File: src/rtl/rf_wb_arbiter.sv
// Three-way register-file writeback arbiter (ALU, load, mul/div) with a pending-write scoreboard.
// Define RF_WB_FIXED_PRI_EN for fixed priority m > b > a; the default build is round-robin.
module rf_wb_arbiter (
  input  logic        clk,
  input  logic        rst,
  input  logic        a_req,
  input  logic [4:0]  a_rdc,
  input  logic [31:0] a_data,
  output logic        a_gnt,
  input  logic        b_req,
  input  logic [4:0]  b_rdc,
  input  logic [31:0] b_data,
  output logic        b_gnt,
  input  logic        m_req,
  input  logic [4:0]  m_rdc,
  input  logic [31:0] m_data,
  output logic        m_gnt,
  output logic        rf_w,
  output logic [4:0]  rdc,
  output logic [31:0] rd,
  input  logic        iss_valid,
  input  logic [4:0]  iss_rdc,
  input  logic [4:0]  rsc,
  input  logic [4:0]  rtc,
  output logic        rs_busy,
  output logic        rt_busy
);

  logic [2:0]  w_req;
  logic [2:0]  w_gnt;
  logic        w_any;
  logic [4:0]  w_sel_rdc;
  logic [31:0] w_sel_data;
  logic [31:0] w_set;
  logic [31:0] w_clr;
  logic [31:0] w_busy_nxt;
  logic        r_rf_w;
  logic [4:0]  r_rdc;
  logic [31:0] r_rd;
  logic [31:0] r_busy;

  // Grants are suppressed while reset is sampled, so pending requests are dropped.
  assign w_req = rst ? 3'b000 : {m_req, b_req, a_req};

`ifdef RF_WB_FIXED_PRI_EN
  // Fixed priority pick: m > b > a.
  always_comb begin
    w_gnt = 3'b000;
    if (w_req[2]) begin
      w_gnt = 3'b100;
    end else if (w_req[1]) begin
      w_gnt = 3'b010;
    end else if (w_req[0]) begin
      w_gnt = 3'b001;
    end else begin
      w_gnt = 3'b000;
    end
  end
`else
  logic [1:0] r_ptr;
  logic [1:0] w_idx;

  // Round-robin search starting at the requester after ptr.
  function automatic logic [2:0] rr_pick(input logic [2:0] req, input logic [1:0] ptr);
    logic [2:0] g;
    g = 3'b000;
    case (ptr)
      2'd0: begin
        if (req[1])      g = 3'b010;
        else if (req[2]) g = 3'b100;
        else if (req[0]) g = 3'b001;
        else             g = 3'b000;
      end
      2'd1: begin
        if (req[2])      g = 3'b100;
        else if (req[0]) g = 3'b001;
        else if (req[1]) g = 3'b010;
        else             g = 3'b000;
      end
      default: begin
        if (req[0])      g = 3'b001;
        else if (req[1]) g = 3'b010;
        else if (req[2]) g = 3'b100;
        else             g = 3'b000;
      end
    endcase
    return g;
  endfunction

  // Round-robin grant from the last-granted pointer.
  always_comb begin
    w_gnt = rr_pick(w_req, r_ptr);
  end

  // Encode the granted requester index for the pointer update.
  always_comb begin
    case (w_gnt)
      3'b010:  w_idx = 2'd1;
      3'b100:  w_idx = 2'd2;
      default: w_idx = 2'd0;
    endcase
  end

  // Last-granted pointer; reset value 2 gives requester a first priority.
  always_ff @(posedge clk) begin
    if (rst) begin
      r_ptr <= 2'd2;
    end else if (w_any) begin
      r_ptr <= w_idx;
    end else begin
      r_ptr <= r_ptr;
    end
  end
`endif

  assign w_any = |w_gnt;
  assign a_gnt = w_gnt[0];
  assign b_gnt = w_gnt[1];
  assign m_gnt = w_gnt[2];

  // Mux the granted requester's index and data.
  always_comb begin
    case (w_gnt)
      3'b010: begin
        w_sel_rdc  = b_rdc;
        w_sel_data = b_data;
      end
      3'b100: begin
        w_sel_rdc  = m_rdc;
        w_sel_data = m_data;
      end
      default: begin
        w_sel_rdc  = a_rdc;
        w_sel_data = a_data;
      end
    endcase
  end

  // Scoreboard next state: clear on writeback grant, set on issue; set wins, bit 0 never busy.
  always_comb begin
    w_set = 32'd0;
    w_clr = 32'd0;
    if (iss_valid && (iss_rdc != 5'd0)) begin
      w_set = 32'd1 << iss_rdc;
    end else begin
      w_set = 32'd0;
    end
    if (w_any && (w_sel_rdc != 5'd0)) begin
      w_clr = 32'd1 << w_sel_rdc;
    end else begin
      w_clr = 32'd0;
    end
    w_busy_nxt = ((r_busy & ~w_clr) | w_set) & ~32'd1;
  end

  // Busy vector register.
  always_ff @(posedge clk) begin
    if (rst) begin
      r_busy <= 32'd0;
    end else begin
      r_busy <= w_busy_nxt;
    end
  end

  // Writeback port: one cycle after the grant; a write to r0 is consumed but not performed.
  always_ff @(posedge clk) begin
    if (rst) begin
      r_rf_w <= 1'b0;
      r_rdc  <= 5'd0;
      r_rd   <= 32'd0;
    end else if (w_any) begin
      r_rf_w <= (w_sel_rdc != 5'd0);
      r_rdc  <= w_sel_rdc;
      r_rd   <= w_sel_data;
    end else begin
      r_rf_w <= 1'b0;
      r_rdc  <= r_rdc;
      r_rd   <= r_rd;
    end
  end

  assign rf_w    = r_rf_w;
  assign rdc     = r_rdc;
  assign rd      = r_rd;
  assign rs_busy = r_busy[rsc];
  assign rt_busy = r_busy[rtc];

endmodule

File: config.mk
export PLATFORM = sky130hd
export DESIGN_NAME = rf_wb_arbiter
export DESIGN_NICKNAME = d
export VERILOG_FILES = /design/src/rtl/rf_wb_arbiter.sv
export SDC_FILE = /design/constraint.sdc
export NUM_CORES = 1
export LEC_CHECK = 0
export ABC_AREA = 1
export BUFFER_PORTS_ARGS = -buffer_cell sky130_fd_sc_hd__buf_2
export CORE_MARGIN = 5
export CORE_UTILIZATION = 39
export CTS_CLUSTER_SIZE = 16
export DETAILED_ROUTE_END_ITERATION = 10
export PLACE_DENSITY = 0.77
export SYNTH_ARGS = -nofsm -noshare
export SYNTH_HDL_FRONTEND = slang
export SYNTH_SLANG_ARGS = --single-unit
File: constraint.sdc
create_clock -name clk -period 3.7 [get_ports clk]
set_input_delay 0.185 -clock clk [delete_from_list [all_inputs] [get_ports clk]]
set_output_delay 0.185 -clock clk [all_outputs]
set_load 0.02 [all_outputs]
## After elaboration in Yosys (flattened, before gate mapping)

Index checks and enable logic that the tools add are counted.

| cells by class | value |
|---|---|
| $lt $le $gt $ge | 2 |
| equal/unequal tests | 3 |
| shifts and indexed selects | 2 |
| mux-type cells | 20 |
| bitwise logic cells | 4 |
| reductions and logical operators | 7 |

Operators with widths:

| operator | number |
|---|---|
| $mux 32 | 2 |
| $pmux 32 s2 | 1 |
| $shl 1x5->32 const A | 2 |
| $and 32x32->32 | 1 |
| $not 32->32 | 1 |
| $or 32x32->32 | 1 |
| $mux 3 | 7 |
| $lt 5x6->1 const B | 2 |
| $bmux 1 s5 | 2 |
| $pmux 5 s2 | 1 |
| $reduce_bool 5->1 | 2 |
| $pmux 3 s2 | 1 |
| $mux 2 | 2 |
| $pmux 2 s2 | 1 |
| $eq 3x2->1 const B | 1 |
| $eq 3x3->1 const B | 1 |
| $mux 1 | 3 |
| $reduce_or 3->1 | 1 |
| $eq 2x1->1 const B | 1 |
| $logic_and 1x1->1 | 2 |
| $logic_not 2->1 | 1 |
| $reduce_or 2->1 | 1 |
| $not 1->1 | 1 |

| word-level totals | value |
|---|---|
| register bits | 72 |
| input port bits | 132 |
| output and inout bits | 43 |
| word-level logic and storage cells | 44 |

## Logic depth before layout (Yosys ltp)

Gate-level depths: netlist (run 1).

| depth | value |
|---|---|
| depth after elaboration | 13 |
| mapped depth | 16 |

## Worst setup path after synthesis (run 1)

No wires, ideal clock.

| timing path | value |
|---|---|
| path kind | register to register |
| from | reg r_ptr[1] |
| to | reg r_busy[24] |
| arrival time | 1.483 ns |
| required time | 3.568 ns |
| slack | 2.085 ns |
| cell stages (with the launch flop) | 13 |
| clock period less this slack | 1.615 ns |
| path through | dfxtp_1 inv_2 nand2_1 nor2_2 a21oi_4 nand2_2 inv_2 nand2_1 nand3_2 nand2_4 buf_6 o21ai_1 a21oi_1 |

| on the way | value |
|---|---|
| longest elaborated chain between the ends | 10 |
| elaborated cells between the ends (all ways) | 14 |
| those cells by class | eq/ne: 3; shift: 1; mux: 3; bitwise: 3; reduce/logical: 4 |

Ends and longest elaborated chain:

| item | line | RTL |
|---|---|---|
| start, declared | 60 | `logic [1:0] r_ptr;` |
| start signal, assigned | 109 | `r_ptr <= w_idx;` |
| start signal, assigned | 111 | `r_ptr <= r_ptr;` |
| $eq 2x1->1 or $logic_not 2->1 (tied branches) | 67 | `case (ptr)` |
| $pmux 3 s2 (*) | 67 |  |
| $eq 3x3->1 or $eq 3x2->1 (tied branches) | 123 | `case (w_gnt)` |
| $pmux 5 s2 | 123 |  |
| $reduce_bool 5->1 | 148 | `if (w_any && (w_sel_rdc != 5'd0)) begin` |
| $logic_and 1x1->1 | 148 |  |
| $mux 32 (*) | 148 |  |
| $not 32->32 (*) | 153 | `w_busy_nxt = ((r_busy & ~w_clr) \| w_set) & ~32'd1;` |
| $and 32x32->32 (*) | 153 |  |
| $or 32x32->32 (*) | 153 |  |
| end signal, assigned | 161 | `r_busy <= w_busy_nxt;` |
| end, declared | 40 | `logic [31:0] r_busy;` |

Mark *: on every way between the ends. The rest lies on a longest branch, timed or not.
A chain may end at the register's enable or synchronous reset.

## Worst setup path in the final report (run 1)

| timing path | value |
|---|---|
| from | reg r_ptr[1] |
| to | reg r_busy[18] |

Same word-level chain as after synthesis.

==> metrics.txt, run 1 <==
# TYPE chip_impl_metric gauge
chip_impl_metric{name="leakagePower",unit="nW"} 2.34
chip_impl_metric{name="clock_latency",unit="ns"} 0.35
chip_impl_metric{name="power.density",unit="nW/um2"} 400
chip_impl_metric{name="clock_skew",unit="ns"} 0.00788
chip_impl_metric{name="gpl_wtd_cong",unit=""} 0.903
chip_impl_metric{name="die-area",unit="um2"} 12700
chip_impl_metric{name="post_route_cells_drive_above_1_share",unit="%"} 30.1
chip_impl_info{name="clock-root-buffer",value="clkbuf_8"} 1
chip_impl_metric{name="yosysWarningCount",unit=""} 0
chip_impl_metric{name="final_cells",unit=""} 908
chip_impl_metric{name="finalWorstSetupSlack",unit="ns"} 1.38
chip_impl_metric{name="areaGrowthSynthToFinish",unit="%"} 27.0
chip_impl_metric{name="hold_depth",unit=""} 3
chip_impl_metric{name="final_cycle_share",unit="%"} 62.7
chip_impl_info{name="grt_setup_unrepaired",value="no"} 1
chip_impl_metric{name="synth_fp_nets",unit=""} 747
chip_impl_metric{name="port_buffers",unit=""} 174
chip_impl_info{name="cpMostUsedCell",value="inv_2"} 1
chip_impl_info{name="ys_dominant_reg_cell",value="dfxtp_1"} 1
chip_impl_metric{name="fin_tns_setup",unit="ns"} 0
chip_impl_metric{name="tritoncts_num_sinks",unit=""} 71
chip_impl_info{name="worst_setup_path_startpoint",value="r_ptr[1]"} 1
chip_impl_metric{name="groute.usage.overall",unit="%"} 22.3
chip_impl_metric{name="routedLengthMet1",unit="um"} 5580
chip_impl_metric{name="post-cts-setup-buffer-count",unit=""} 0
chip_impl_metric{name="netlist_area",unit="um2"} 4100
chip_impl_metric{name="dp_slack",unit="ns"} 1.12
chip_impl_info{name="cp_top_family",value="simple AND/OR/NAND/NOR gates"} 1
chip_impl_metric{name="irDropWorstVdd",unit="uV"} 222
chip_impl_info{name="cell_type_of_the_slowest_stage_on_the_worst_timing_path",value="inv_2"} 1
chip_impl_info{name="worstSetupEndpointType",value="flop"} 1
chip_impl_metric{name="detailed_place.area",unit="um2"} 5000
chip_impl_metric{name="r2r_slack",unit="ns"} 1.38
chip_impl_metric{name="synth.ff_latch_count",unit=""} 71
chip_impl_metric{name="synth-edff-count",unit=""} 0
chip_impl_metric{name="grt_antenna_before_repair",unit=""} 0
chip_impl_info{name="ordered_cell_list_for_the_critical_path",value="nor2_1 > nand2_1 > nand3_2 > inv_2 > nor2_4 > inv_2 > nand2_4 > o21ai_0 > a21oi_1"} 1
chip_impl_metric{name="switching_share",unit="%"} 33.8
chip_impl_metric{name="fillerInstances",unit=""} 1095
chip_impl_metric{name="placeableCoreArea",unit="um2"} 10300
chip_impl_metric{name="slew_headroom",unit="%"} 48.8
chip_impl_metric{name="drt-vias-per-instance",unit=""} 5.44
chip_impl_metric{name="clkTransAtPathRegs",unit="ns"} 0.08
chip_impl_metric{name="routed_length_on_met3",unit="um"} 1550
chip_impl_metric{name="num_io_pins",unit=""} 175
chip_impl_metric{name="cp_num_cells",unit=""} 9
chip_impl_metric{name="area.sequential",unit="um2"} 1420
chip_impl_info{name="cp-start-kind",value="flop"} 1
chip_impl_metric{name="post-route-drc-count",unit=""} 0
chip_impl_metric{name="postCtsResizedCells",unit=""} 0
chip_impl_metric{name="synth_cell_types",unit=""} 28
chip_impl_metric{name="number_of_buffers_created_by_cts",unit=""} 9
chip_impl_metric{name="postCtsHoldBufs",unit=""} 0
chip_impl_metric{name="reg_power_share",unit="%"} 41.0
chip_impl_info{name="cts_tree",value="built"} 1
chip_impl_info{name="worstSetupPathType",value="reg2reg"} 1
chip_impl_metric{name="num_antenna_cells",unit=""} 0
chip_impl_metric{name="fmaxAchievable",unit="MHz"} 431
chip_impl_metric{name="fp.dieW",unit="um"} 113
chip_impl_metric{name="power.net_switching",unit="mW"} 0.705
chip_impl_metric{name="synth_seq_area_share",unit="%"} 34.6
chip_impl_metric{name="fin_nets",unit=""} 899
chip_impl_metric{name="core.rowCount",unit=""} 37
chip_impl_metric{name="power_report.internal_total",unit="mW"} 1.38
chip_impl_info{name="crit-reg2reg-capture",value="r_busy[18]"} 1
chip_impl_metric{name="die_h",unit="um"} 113
chip_impl_metric{name="clock_path_buffers",unit=""} 2
chip_impl_info{name="crit_path_end",value="r_busy[18]"} 1
chip_impl_metric{name="synthCells",unit=""} 615
chip_impl_metric{name="finalWirelength",unit="um"} 14500
chip_impl_metric{name="report.final.slew_viol_count",unit=""} 0
chip_impl_metric{name="grt_start_max_net_pins",unit=""} 45
chip_impl_metric{name="crit_buf_inv",unit=""} 2
chip_impl_metric{name="wire_per_inst",unit="um"} 15.9
chip_impl_metric{name="tightest_slew",unit="ns"} 0.766
chip_impl_metric{name="total_power",unit="mW"} 2.09
chip_impl_metric{name="drt_pass1_iterations",unit=""} 7
chip_impl_metric{name="cts_htree_levels",unit=""} 3
chip_impl_metric{name="placedCellCount",unit=""} 892
chip_impl_metric{name="cap_violations",unit=""} 0
chip_impl_metric{name="met2_wirelength",unit="um"} 6940
chip_impl_metric{name="synth.avg_cell_area",unit="um2"} 6.67
chip_impl_metric{name="cp_data_arrival_time",unit="ns"} 2.55
chip_impl_info{name="hold_path.startpoint",value="a_data[28]"} 1
chip_impl_info{name="timing.hold.worst.class",value="in2reg"} 1
chip_impl_metric{name="final_period_minus_worst_setup_slack",unit="ns"} 2.32
chip_impl_metric{name="area_taken_by_multi_input_logic_gates",unit="um2"} 2340
chip_impl_metric{name="final-hold-violation-count",unit=""} 0
chip_impl_metric{name="timing.final.setup_violations",unit=""} 0
chip_impl_metric{name="critical-path-max-stage-delay",unit="ns"} 0.51
chip_impl_info{name="regToRegStartpoint",value="r_ptr[1]"} 1
chip_impl_info{name="result_of_the_run",value="finished clean"} 1
chip_impl_info{name="top_layer",value="met4"} 1
chip_impl_metric{name="design_area",unit="um2"} 5210
chip_impl_metric{name="place_hpwl",unit="um"} 11000
chip_impl_metric{name="dr_total_vias",unit=""} 4943
chip_impl_metric{name="antenna_violating_nets_left",unit=""} 0
chip_impl_metric{name="starting_density_of_the_core",unit="%"} 39.9
chip_impl_metric{name="power.clock.fraction",unit="%"} 32.5
chip_impl_metric{name="globalRouteOverflowTotal",unit=""} 0
chip_impl_metric{name="drt_iter0_drc",unit=""} 394
chip_impl_metric{name="power.share.combinational",unit="%"} 26.5
chip_impl_metric{name="global_route_wire_length_before_repair",unit="um"} 23200
chip_impl_metric{name="worstPathRequired",unit="ns"} 3.93
chip_impl_metric{name="asyncSetResetFlopFracSynth",unit="%"} 0
chip_impl_metric{name="first_global_vias",unit=""} 4741
chip_impl_metric{name="critical_path_peak_fanout",unit=""} 44
chip_impl_metric{name="reg2regPathDepth",unit=""} 9
worst min-delay path, stage by stage:
cell and delay [ns]:
buf_2 0.10, nand2_1 0.05, a31oi_1 0.06
cell type report:
class                           instances  share of cell area, %
Clock inverter                          6                   1.63
Clock buffer                           10                   2.45
Inverter                               43                   3.14
Sequential cell                        71                   27.3
Timing Repair Buffer                  178                   17.3
Multi-Input combinational cell        464                   45.0
Tap cell                              136                   3.26
worst min path at each step:
stage | endpoint | slack, ns
after floorplan | rd[17] | 0.34
after global placement | rd[8] | 0.44
after detailed placement | rd[8] | 0.45
after CTS | rd[20] | 0.07
after global routing | rd[28] | 0.07
final | rd[28] | 0.08
layer usage:
layer	track usage (%)	vias to the layer above
met3	7.01	27
met4	8.57	0
li1	-	2445
met5	0	-
met1	26.7	2225
met2	37.1	246
synthesized netlist by cell type (5+ instances only):
cell	instances	share of area (%)
nand2_1	109	10
a21oi_1	37	4.5
inv_1	29	2.7
nand3_1	60	7.3
dfxtp_1	71	35
o211ai_1	12	2.2
o21ai_0	99	12
o21ai_1	25	3.0
nand2_2	8	1.2
o221ai_1	8	1.7
inv_2	12	1.1
clkbuf_1	31	2.8
a31oi_1	34	5.2
nor2_2	5	0.76
nor2_1	44	4.0
kinds of logic after synthesis:
group / after synthesis / synth area share, %
AOI/OAI and AO/OA: 218 / 29.4
buffers and inverters: 80 / 8.23
DFF: 71 / 34.6
and+or+nand+nor: 246 / 27.7
stage by stage:
step           hold slack, ns  utilization (%)
3_5_place_dp            0.449             48.7
3_3_place_gp            0.443             48.7
5_1_grt                0.0678             50.7
2_1_floorplan           0.337                -
4_1_cts                0.0696             50.7
6_report               0.0829             50.7
power by group through the flow:
stage                     Sequential (mW)  Clock, mW  Combinational (mW)
after floorplan                     0.925          0               0.291
after global placement              0.871          0               0.548
after detailed placement            0.871          0               0.550
after CTS                           0.854      0.684               0.552
after global routing                0.860      0.721               0.610
final                               0.855      0.679               0.553
flip-flops by register name, indices dropped and copies added (netlist names):
signal / cells
r_busy: 31
r_ptr: 2
rd: 32
rdc: 5
rf_w: 1
layout by cell type (no fill, tap or decap), drive strengths merged, types with 3 or more instances in the layout:
master  count
inv        42
nand3      65
o21ai     124
nor4        4
nand2     120
clkbuf     10
clkinv      3
buf       178
o221ai      8
nor3        4
o211ai     12
a31oi      34
dfxtp      71
a21oi      38
nor2       53
(Power assumes the default switching activity.)
==> run 2, diff against run 1 <==
--- a/config.mk
+++ b/config.mk
@@ -5,7 +5,7 @@
 export SDC_FILE = /design/constraint.sdc
 export NUM_CORES = 1
 export LEC_CHECK = 0
-export ABC_AREA = 1
+export ABC_AREA = 0
 export BUFFER_PORTS_ARGS = -buffer_cell sky130_fd_sc_hd__buf_2
 export CORE_MARGIN = 5
 export CORE_UTILIZATION = 39
==> constraint.sdc (replaced) <==
create_clock -name clk -period 2.29 [get_ports clk]
set_input_delay 0.1145 -clock clk [delete_from_list [all_inputs] [get_ports clk]]
set_output_delay 0.1145 -clock clk [all_outputs]
set_load 0.02 [all_outputs]
==> metrics.txt, run 2 <==
# TYPE chip_impl_metric gauge
chip_impl_info{name="grt_setup_unrepaired",value="no"} 1
chip_impl_metric{name="synth.top_cell.area_share",unit="%"} 34.0
chip_impl_metric{name="fmaxAchievable",unit="MHz"} 459
chip_impl_metric{name="synthXorXnorAreaFrac",unit="%"} 0
chip_impl_metric{name="netlist_area",unit="um2"} 4180
chip_impl_metric{name="portion_of_netlist_area_occupied_by_mux_cells",unit="%"} 10.8
chip_impl_metric{name="fp.dieW",unit="um"} 113
chip_impl_metric{name="dr_total_vias",unit=""} 4422
chip_impl_metric{name="num_io_pins",unit=""} 175
chip_impl_metric{name="synth_cell_types",unit=""} 38
chip_impl_metric{name="global_route_wire_length_before_repair",unit="um"} 21600
chip_impl_metric{name="gpl_wtd_cong",unit=""} 0.886
chip_impl_metric{name="clock_path_buffers",unit=""} 2
chip_impl_info{name="post-synth-top-area-cell",value="dfxtp_1"} 1
chip_impl_info{name="clock-root-buffer",value="clkbuf_8"} 1
chip_impl_metric{name="starting_density_of_the_core",unit="%"} 40.3
chip_impl_metric{name="core.rowCount",unit=""} 37
chip_impl_metric{name="drt-vias-per-instance",unit=""} 5.77
chip_impl_metric{name="leakagePower",unit="nW"} 2.26
chip_impl_metric{name="area.sequential",unit="um2"} 1420
chip_impl_metric{name="clock_latency",unit="ns"} 0.35
chip_impl_metric{name="final_cycle_share",unit="%"} 95.0
chip_impl_metric{name="cts_htree_levels",unit=""} 3
chip_impl_metric{name="antenna_violating_nets_left",unit=""} 0
chip_impl_metric{name="finalWirelength",unit="um"} 13600
chip_impl_metric{name="die_h",unit="um"} 113
chip_impl_info{name="most_frequent_cells_in_the_layout",value="buf_2 (174), nor2_1 (105), dfxtp_1 (71), nor3_1 (49), nand2_1 (27)"} 1
chip_impl_metric{name="area_taken_by_multi_input_logic_gates",unit="um2"} 2610
chip_impl_metric{name="groute.usage.overall",unit="%"} 20.7
chip_impl_info{name="yosys-top-cells-area",value="dfxtp_1 (34%), mux4_2 (9.7%), nor2_1 (9.5%), nor3_1 (5.9%), a211oi_1 (4.1%)"} 1
chip_impl_info{name="hold_path.startpoint",value="m_data[16]"} 1
chip_impl_metric{name="clock_skew",unit="ns"} 0.0116
chip_impl_metric{name="finalCoreUtilization",unit="%"} 51.7
chip_impl_metric{name="irDropWorstVdd",unit="uV"} 237
chip_impl_metric{name="number_of_buffers_created_by_cts",unit=""} 9
chip_impl_metric{name="synth-edff-count",unit=""} 0
chip_impl_metric{name="port_buffers",unit=""} 174
chip_impl_metric{name="wire_per_inst",unit="um"} 17.8
chip_impl_metric{name="synth.ff_latch_count",unit=""} 71
chip_impl_metric{name="asyncSetResetFlopFracSynth",unit="%"} 0
chip_impl_metric{name="slew_headroom",unit="%"} 63.0
chip_impl_metric{name="dp_slack",unit="ns"} 0.0197
chip_impl_metric{name="synth_seq_area_share",unit="%"} 34.0
chip_impl_metric{name="placeableCoreArea",unit="um2"} 10400
chip_impl_metric{name="synth.avg_cell_area",unit="um2"} 8.96
chip_impl_metric{name="largest_register_ff_count",unit=""} 32
chip_impl_info{name="worst_setup_path_startpoint",value="r_busy[23]"} 1
chip_impl_metric{name="synth-compound-area-share",unit="%"} 26.3
chip_impl_metric{name="placedCellCount",unit=""} 751
chip_impl_metric{name="finalWorstSetupSlack",unit="ns"} 0.114
chip_impl_metric{name="power.density",unit="nW/um2"} 571
chip_impl_metric{name="place_hpwl",unit="um"} 10500
chip_impl_metric{name="synth-adder-area-share",unit="%"} 0
chip_impl_info{name="timing.hold.worst.class",value="in2reg"} 1
chip_impl_metric{name="synth_fp_nets",unit=""} 598
chip_impl_metric{name="yosysWarningCount",unit=""} 0
chip_impl_info{name="result_of_the_run",value="finished clean"} 1
chip_impl_info{name="worstSetupPathType",value="reg2out"} 1
chip_impl_metric{name="cap_violations",unit=""} 0
chip_impl_metric{name="worstPathRequired",unit="ns"} 2.18
chip_impl_info{name="cp-start-kind",value="flop"} 1
chip_impl_info{name="worstSetupEndpointType",value="output pin"} 1
chip_impl_metric{name="die-area",unit="um2"} 12900
chip_impl_metric{name="post-route-drc-count",unit=""} 0
chip_impl_metric{name="areaGrowthSynthToFinish",unit="%"} 28.5
chip_impl_info{name="regToRegStartpoint",value="r_ptr[1]"} 1
chip_impl_metric{name="fin_tns_setup",unit="ns"} 0
chip_impl_metric{name="drt_iter0_drc",unit=""} 325
chip_impl_info{name="synth_top_family_by_area",value="compound AO/OA/AOI/OAI gates"} 1
chip_impl_metric{name="fin_nets",unit=""} 758
chip_impl_metric{name="post-cts-setup-buffer-count",unit=""} 0
chip_impl_metric{name="final_cells",unit=""} 766
chip_impl_metric{name="tightest_slew",unit="ns"} 0.554
chip_impl_metric{name="clkTransAtPathRegs",unit="ns"} 0.08
chip_impl_metric{name="report.final.slew_viol_count",unit=""} 0
chip_impl_metric{name="first_global_vias",unit=""} 4392
chip_impl_metric{name="cp_data_arrival_time",unit="ns"} 2.06
chip_impl_info{name="yosysMostFrequentCell",value="nor2_1"} 1
chip_impl_metric{name="grt_antenna_before_repair",unit=""} 1
chip_impl_metric{name="globalRouteOverflowTotal",unit=""} 0
chip_impl_metric{name="fillerInstances",unit=""} 999
chip_impl_metric{name="final_period_minus_worst_setup_slack",unit="ns"} 2.18
chip_impl_metric{name="timing.final.setup_violations",unit=""} 0
chip_impl_metric{name="synthCells",unit=""} 466
chip_impl_info{name="cts_tree",value="built"} 1
chip_impl_metric{name="drt_pass1_iterations",unit=""} 5
chip_impl_metric{name="critical_path_peak_fanout",unit=""} 3
chip_impl_metric{name="post_route_cells_drive_above_1_share",unit="%"} 41.7
chip_impl_metric{name="final-hold-violation-count",unit=""} 0
chip_impl_info{name="mostFrequentLayoutCell",value="buf_2"} 1
chip_impl_info{name="ys_dominant_reg_cell",value="dfxtp_1"} 1
chip_impl_metric{name="grt_start_max_net_pins",unit=""} 44
chip_impl_metric{name="tritoncts_num_sinks",unit=""} 71
chip_impl_info{name="post_synth_most_frequent_cells",value="nor2_1 (106), dfxtp_1 (71), nor3_1 (49)"} 1
chip_impl_metric{name="num_antenna_cells",unit=""} 0
chip_impl_metric{name="yosys.area_share.simple",unit="%"} 24.6
[run 2: report_power, final]
group	internal [mW]	switching, mW
Combinational	0.334	0.494
Clock	0.412	0.477
Sequential	1.30	0.0399
[run 2: worst paths after layout]
path | to | slack, ns | cells after the start
max | rs_busy | 0.11 | 4
min | rd[16] | 0.02 | 3
max reg2reg | r_busy[13] | 0.18 | 6
min reg2reg | rd[17] | 0.49 | 2
[run 2: final cells by class]
cell class / count / share of cell area [%]
multi-input cells: 353 / 48.6
clock buffers: 11 / 2.64
flip-flops and latches: 71 / 26.5
clock inverters: 4 / 0.420
repair buffers: 189 / 18.6
well taps: 136 / 3.17
inverters: 2 / 0.140
[run 2: metrics by stage]
step	total power, mW	hold WS (ns)	instance area (um2)
floorplan	1.88	0.252	4180
global placement	2.17	0.383	5190
detailed placement	2.19	0.386	5190
CTS	3.07	0.00877	5350
global route	3.21	0.0232	5360
finish	3.06	0.0205	5360
[run 2: routing by layer]
layer / part of all wire (%) / global-route usage [%] / vias to the layer above / wire length [um]
met5: 0.051 / 0 / - / 7
met4: 3.1 / 9.38 / 2 / 428
met3: 9.1 / 4.08 / 35 / 1240
met2: 49 / 34.9 / 250 / 6630
met1: 39 / 25.5 / 2037 / 5300
li1: - / - / 2098 / -
[run 2: cell families after synthesis]
family          count (synthesis)
simple gates                  214
mux                            22
buf+inv                        42
flops                          71
compound gates                117
[run 2: critical path, stage by stage (launching register included)]
cell and delay [ns]:
dfxtp_1 0.35, mux4_2 0.49, mux4_2 0.45, mux2_2 0.27
buf_2 0.16
[run 2: what timing repair did]
item | CTS | global route
setup endpoints to repair | 0 | 31
endpoints found under the hold margin | 0 | 0
hold buffers | 0 | 0
gates resized for setup | 0 | 4
